### src/rtl/data_path.sv
// Single-bus 32-bit CPU datapath: R0-R15, PC, IR, MAR, MDR, Y, 64-bit Z,
// a combinational ALU and IR select-and-encode, sequenced by one-hot strobes.
module data_path (
    input  logic        clock,
    input  logic        clear,
    input  logic        PCin,
    input  logic        IRin,
    input  logic        MARin,
    input  logic        MDRin,
    input  logic        Yin,
    input  logic        Zlowin,
    input  logic        Zhighin,
    input  logic        Rin,
    input  logic        PCout,
    input  logic        MDRout,
    input  logic        Zlowout,
    input  logic        Zhighout,
    input  logic        Rout,
    input  logic        BAout,
    input  logic        Cout,
    input  logic        Gra,
    input  logic        Grb,
    input  logic        Grc,
    input  logic        MD_read,
    input  logic        IncPC,
    input  logic        ADD,
    input  logic        SUB,
    input  logic        AND,
    input  logic        OR,
    input  logic        NEG,
    input  logic        NOT,
    input  logic        SHL,
    input  logic        SHR,
    input  logic [31:0] Mdatain,
    output logic [31:0] MAR_q,
    output logic [31:0] bus_q
);

    logic [31:0] pc_reg;
    logic [31:0] ir_reg;
    logic [31:0] mar_reg;
    logic [31:0] mdr_reg;
    logic [31:0] y_reg;
    logic [63:0] z_reg;
    logic [31:0] r_reg [16];

    logic [4:0]  opcode_unused;
    logic [3:0]  ra;
    logic [3:0]  rb;
    logic [3:0]  rc;
    logic [3:0]  reg_idx;
    logic [15:0] reg_sel;
    logic [31:0] c_sext;
    logic [31:0] sel_val;
    logic [31:0] bus;
    logic [31:0] alu_lo;
    logic [31:0] alu_hi;
    logic [31:0] mdr_next;

    // The opcode is decoded by the external control unit, not here.
    assign opcode_unused = ir_reg[31:27];
    assign ra            = ir_reg[26:23];
    assign rb            = ir_reg[22:19];
    assign rc            = ir_reg[18:15];
    assign c_sext        = {{13{ir_reg[18]}}, ir_reg[18:0]};
    assign reg_idx       = (ra & {4{Gra}}) | (rb & {4{Grb}}) | (rc & {4{Grc}});
    assign sel_val       = r_reg[reg_idx];

    for (genvar gi = 0; gi < 16; gi++) begin : g_reg
        assign reg_sel[gi] = (reg_idx == 4'(gi));

        always_ff @(posedge clock or posedge clear) begin
            if (clear) begin
                r_reg[gi] <= '0;
            end else if (Rin && reg_sel[gi]) begin
                r_reg[gi] <= bus;
            end
        end
    end

    // Priority bus mux; control is expected to be one-hot.
    always_comb begin
        bus = '0;
        if (PCout) begin
            bus = pc_reg;
        end else if (MDRout) begin
            bus = mdr_reg;
        end else if (Zlowout) begin
            bus = z_reg[31:0];
        end else if (Zhighout) begin
            bus = z_reg[63:32];
        end else if (Rout) begin
            bus = sel_val;
        end else if (BAout) begin
            // Base-address read treats R0 as a hard zero.
            bus = (reg_idx == 4'd0) ? '0 : sel_val;
        end else if (Cout) begin
            bus = c_sext;
        end
    end

    assign bus_q = bus;
    assign MAR_q = mar_reg;

    always_comb begin
        alu_lo = bus;
        alu_hi = '0;
        if (IncPC) begin
            alu_lo = pc_reg + 32'd1;
        end else if (ADD) begin
            alu_lo = y_reg + bus;
        end else if (SUB) begin
            alu_lo = y_reg - bus;
        end else if (AND) begin
            alu_lo = y_reg & bus;
        end else if (OR) begin
            alu_lo = y_reg | bus;
        end else if (NEG) begin
            alu_lo = -bus;
        end else if (NOT) begin
            alu_lo = ~bus;
        end else if (SHL) begin
            alu_lo = y_reg << bus[4:0];
        end else if (SHR) begin
            alu_lo = y_reg >> bus[4:0];
        end
    end

    assign mdr_next = MD_read ? Mdatain : bus;

    always_ff @(posedge clock or posedge clear) begin
        if (clear) begin
            pc_reg  <= '0;
            ir_reg  <= '0;
            mar_reg <= '0;
            mdr_reg <= '0;
            y_reg   <= '0;
            z_reg   <= '0;
        end else begin
            if (PCin)    pc_reg        <= bus;
            if (IRin)    ir_reg        <= bus;
            if (MARin)   mar_reg       <= bus;
            if (MDRin)   mdr_reg       <= mdr_next;
            if (Yin)     y_reg         <= bus;
            if (Zlowin)  z_reg[31:0]   <= alu_lo;
            if (Zhighin) z_reg[63:32]  <= alu_hi;
        end
    end

endmodule

### config.mk
export PLATFORM = sky130hd
export DESIGN_NAME = data_path
export DESIGN_NICKNAME = d
export VERILOG_FILES = /design/src/rtl/data_path.sv
export SDC_FILE = /design/constraint.sdc
export NUM_CORES = 2
export LEC_CHECK = 0
export ABC_AREA = 1
export CORE_MARGIN = 2
export CORE_UTILIZATION = 30
export CTS_BUF_LIST = sky130_fd_sc_hd__clkbuf_16
export DETAILED_ROUTE_END_ITERATION = 16
export PLACE_DENSITY = 0.48
export SLEW_MARGIN = 40
export SYNTH_ARGS = -nofsm -noshare
export SYNTH_HDL_FRONTEND = slang
export SYNTH_SLANG_ARGS = --single-unit
export TNS_END_PERCENT = 30
### constraint.sdc
create_clock -name clock -period 33.7 [get_ports clock]
set_input_delay 6.74 -clock clock [delete_from_list [all_inputs] [get_ports clock]]
set_output_delay 6.74 -clock clock [all_outputs]
set_load 0.02 [all_outputs]
==> implementation parameters <==
Parameter                              Value

Final layout
  Fraction of final layout cells with drive strength greater than 1    0.0556
  Fill cells    between 15000 and 20000
  Core occupancy in the finished layout    0.341
  Flip-flop count of the largest register after layout    approximately 510
  Final cell count without fillers    7863
  Number of nets at the end of the flow    just over 6000
  Area delta synth->final    13.1%

STA
  Number of setup violations in the final report    0
  Worst Max-Slew Pin Slew    between 900 and 1000 ps
  Number of hold violations in the final report    0
  Unrepaired setup endpoints after global routing    no
  Final worst path period share    0.604
  Final clock skew    roughly 58 ps
  Hold Slack    475 ps
  Worst slew slack as a fraction of its limit    0.361
  Pins Over Slew Limit    0
  Time the worst path needs with I/O delays and setup    between 20000 and 25000 ps
  Max Clock Freq    between 40 and 50 MHz
  TNS Setup    0 ps

Power
  Ratio of total power to cell area    around 73 nW/um^2
  Clock network power share    0.257
  Cell leakage power    around 0.023 uW
  Psw    roughly 1400 uW
  Combinational cell fraction of total power    0.357
  Proportion of total power due to net switching    0.405
  Cell Int Power    around 2100 uW
  Sequential cell fraction of total power    0.387
  Largest voltage drop on the vdd net    around 38 uV

Logic synthesis
  Largest area contributor in the synthesized netlist    dfrtp_1
  Share of the yosys chip area belonging to registers    0.418
  Number of enable flip-flop cells after synthesis    0
  Most used flip-flop cell after synthesis    dfrtp_1
  Post-synthesis instance area    about 42000 sq um
  Top-count cell post-synth    nand2_1
  Dominant cells by area after synthesis    dfrtp_1, nand2_1, o21ai_0
  Area share of the largest cell type after synthesis    0.418
  Syn_area_per_cell    6.97 sq um
  Fraction of registers with async set/reset    1.00
  Post-synth top cells    nand2_1, o21ai_0, dfrtp_1
  Count of state elements after synthesis    between 600 and 700
  Distinct cell type count after synthesis    54
  Mapped Cells    ~6000
  Number of warnings printed during yosys synthesis    0
  Net Count, Synth    just over 6000

Worst setup path
  Most frequent cell on the critical path    nand2_1
  Crit path max-delay cell type    nand3_4
  CP Launch Type    primary input
  Largest incremental delay on the critical path    approximately 760 ps
  Worst endpoint data arrival time    approximately 14000 ps
  Type of the worst setup path    primary input to output pin
  Maximum net fanout on the critical path    63
  Critical path cell sequence    clkdlybuf4s50_1, nand2_1, nand3_4, nor2_2, buf_4, inv_4, buf_4, buf_4, or2_0, o21ai_0, o21ai_1, nand3_1, o21ai_1, nand2_1, nand2_1, nand2_1, nand2_1, nand2_2, inv_1, clkdlybuf4s50_1
  Critical path data required time    between 20000 and 30000 ps
  Nature of the critical path endpoint    output pin
  Delay-heaviest family, CP    buffers and inverters
  Number of buffer and inverter stages on the critical path    7

Clock network
  CTS tree    done
  Clock tree root buffer cell    clkbuf_16
  Num Clock Sinks    around 700
  # Post-CTS Setup Buffers    0
  Number of hold buffers added after CTS    0
  Number of gates resized after cts    0
  Insertion delay of the later-clocked pin in the worst-skew pair    just over 700 ps
  Clock buffer depth    3
  Num CTS Buffers    84
  Maximum level of the CTS H-tree    3
  Clock slew seen by the registers of the worst setup and hold paths    60 ps

Job
  Number of max-cap violations    0

Routing
  Final WL    182 mm
  Via count    roughly 42000
  Number of search-and-repair iterations in the first detailed-routing pass    6
  Antenna-violating nets left    0
  Average detailed-routed wire length per instance    about 23 microns
  Avg Vias per Cell    5.28
  Remaining design rule violation count    0
  DRC violation total after the first TritonRoute iteration    between 4000 and 5000

Global route
  GRT met1 Usage    0.343
  Grt met3 use    0.0368
  Vias in the first global route    39400
  Met2 track demand over resource    0.397
  Layer carrying the most global-route usage    met2
  Global route total overflow    0
  Total global routing track utilization    0.252
  Pin count of the biggest net entering global routing    103
  First-pass GRT wire length    approximately 270 mm
  Antenna violations before repair    7

Die
  Starting Density    0.301
  I/O pin count    about 130
  Total number of placement rows    roughly 140
  Area inside the core boundary    about 140000 sq um
  Chip height    ~380 microns
  X dimension of the die    between 300 and 400 microns
  Area of the die    between 100000 and 150000 sq um

Status
  Run status    complete, no violations

Placed design
  Buffers added on ports    124
  Dpl cells    ~7700
  Final HPWL from detailed placement    around 120 mm
  Placer's final routability congestion estimate    a little under 1

Worst hold path
  Type of the tightest min-delay check    register to register
## layout make-up
type	instances	area, sq um	area share
Multi-Input combinational cell	4456	21000	0.444
Sequential cell	699	17500	0.369
Tap cell	1876	2350	0.0495
Timing Repair Buffer	239	2190	0.0463
Clock buffer	85	2130	0.0449
Inverter	442	1680	0.0354
Clock inverter	63	505	0.0107
Antenna cell	3	7.51	0.000158
## layout by cell type, fill, tap and decap left out, types with 6 or more instances in the layout
cell type	count
nand3_1	399
o21ai_0	925
o22ai_1	164
or2_0	6
inv_1	418
nor2_1	356
a21oi_1	225
a21boi_1	6
o31ai_1	6
nor2_4	8
clkinv_1	23
inv_2	32
clkdlybuf4s50_1	121
xor2_1	25
a31oi_1	19
clkinv_2	10
ha_1	97
o221ai_1	6
o21a_1	13
nor2_2	10
o211ai_1	16
clkbuf_16	85
o21ai_1	78
bufinv_16	6
dfrtp_1	699
or2_2	22
nand2_2	14
nand4_1	44
buf_4	103
nor3_1	21
o21bai_1	10
buf_6	7
nand2_1	1935
or2_1	8
## worst min-delay path, cell delays in order (launching register included)
cell and delay, ps:
dfrtp_1 330, nand2_1 50, o21ai_0 60
## metal layers
metal | routed length [microns] | up-vias
li1 | - | 19500
met2 | 81300 | 1584
met5 | 12 | -
met3 | 12700 | 336
met1 | 79600 | 20100
met4 | 8110 | 2
## worst paths after layout
check,start,end,slack (ps),cells after the start
max in group asynchronous,clear,mdr_reg[9],24490,6
hold reg to reg,r_reg[265],r_reg[265],470,2
hold / removal,r_reg[265],r_reg[265],470,2
setup reg to reg,ir_reg[15],z_reg[30],24920,36
min in group asynchronous,clear,r_reg[369],6460,2
setup / recovery,Grc,bus_q[18],13350,20
## power groups by stage
stage | clock network [uW] | registers (uW) | logic [uW]
global placement | 0 | 1340 | 1220
CTS | 914 | 1340 | 1230
global route | 944 | 1380 | 1400
floorplan | 0 | 1310 | 834
detailed placement | 0 | 1350 | 1230
finish | 892 | 1350 | 1240
## per-stage QoR
stage	cell area [sq um]	power [uW]	setup WS, ps
final	47400	3480	13350
after global routing	47400	3720	13000
after CTS	47300	3490	13470
after detailed placement	44700	2580	13490
after global placement	44600	2560	13470
after floorplan	41900	2140	7360
## logic make-up after synthesis
kind of cell | Yosys count | share of synthesized area
AND/OR/NAND/NOR | 2839 | 0.276
AO/OA/AOI/OAI | 1489 | 0.189
buffers and inverters | 855 | 0.0814
flip-flops | 699 | 0.418
adder cells (fa/ha/maj) | 98 | 0.0295
XOR/XNOR | 30 | 0.00627
Power figures use the tool's default switching activity.
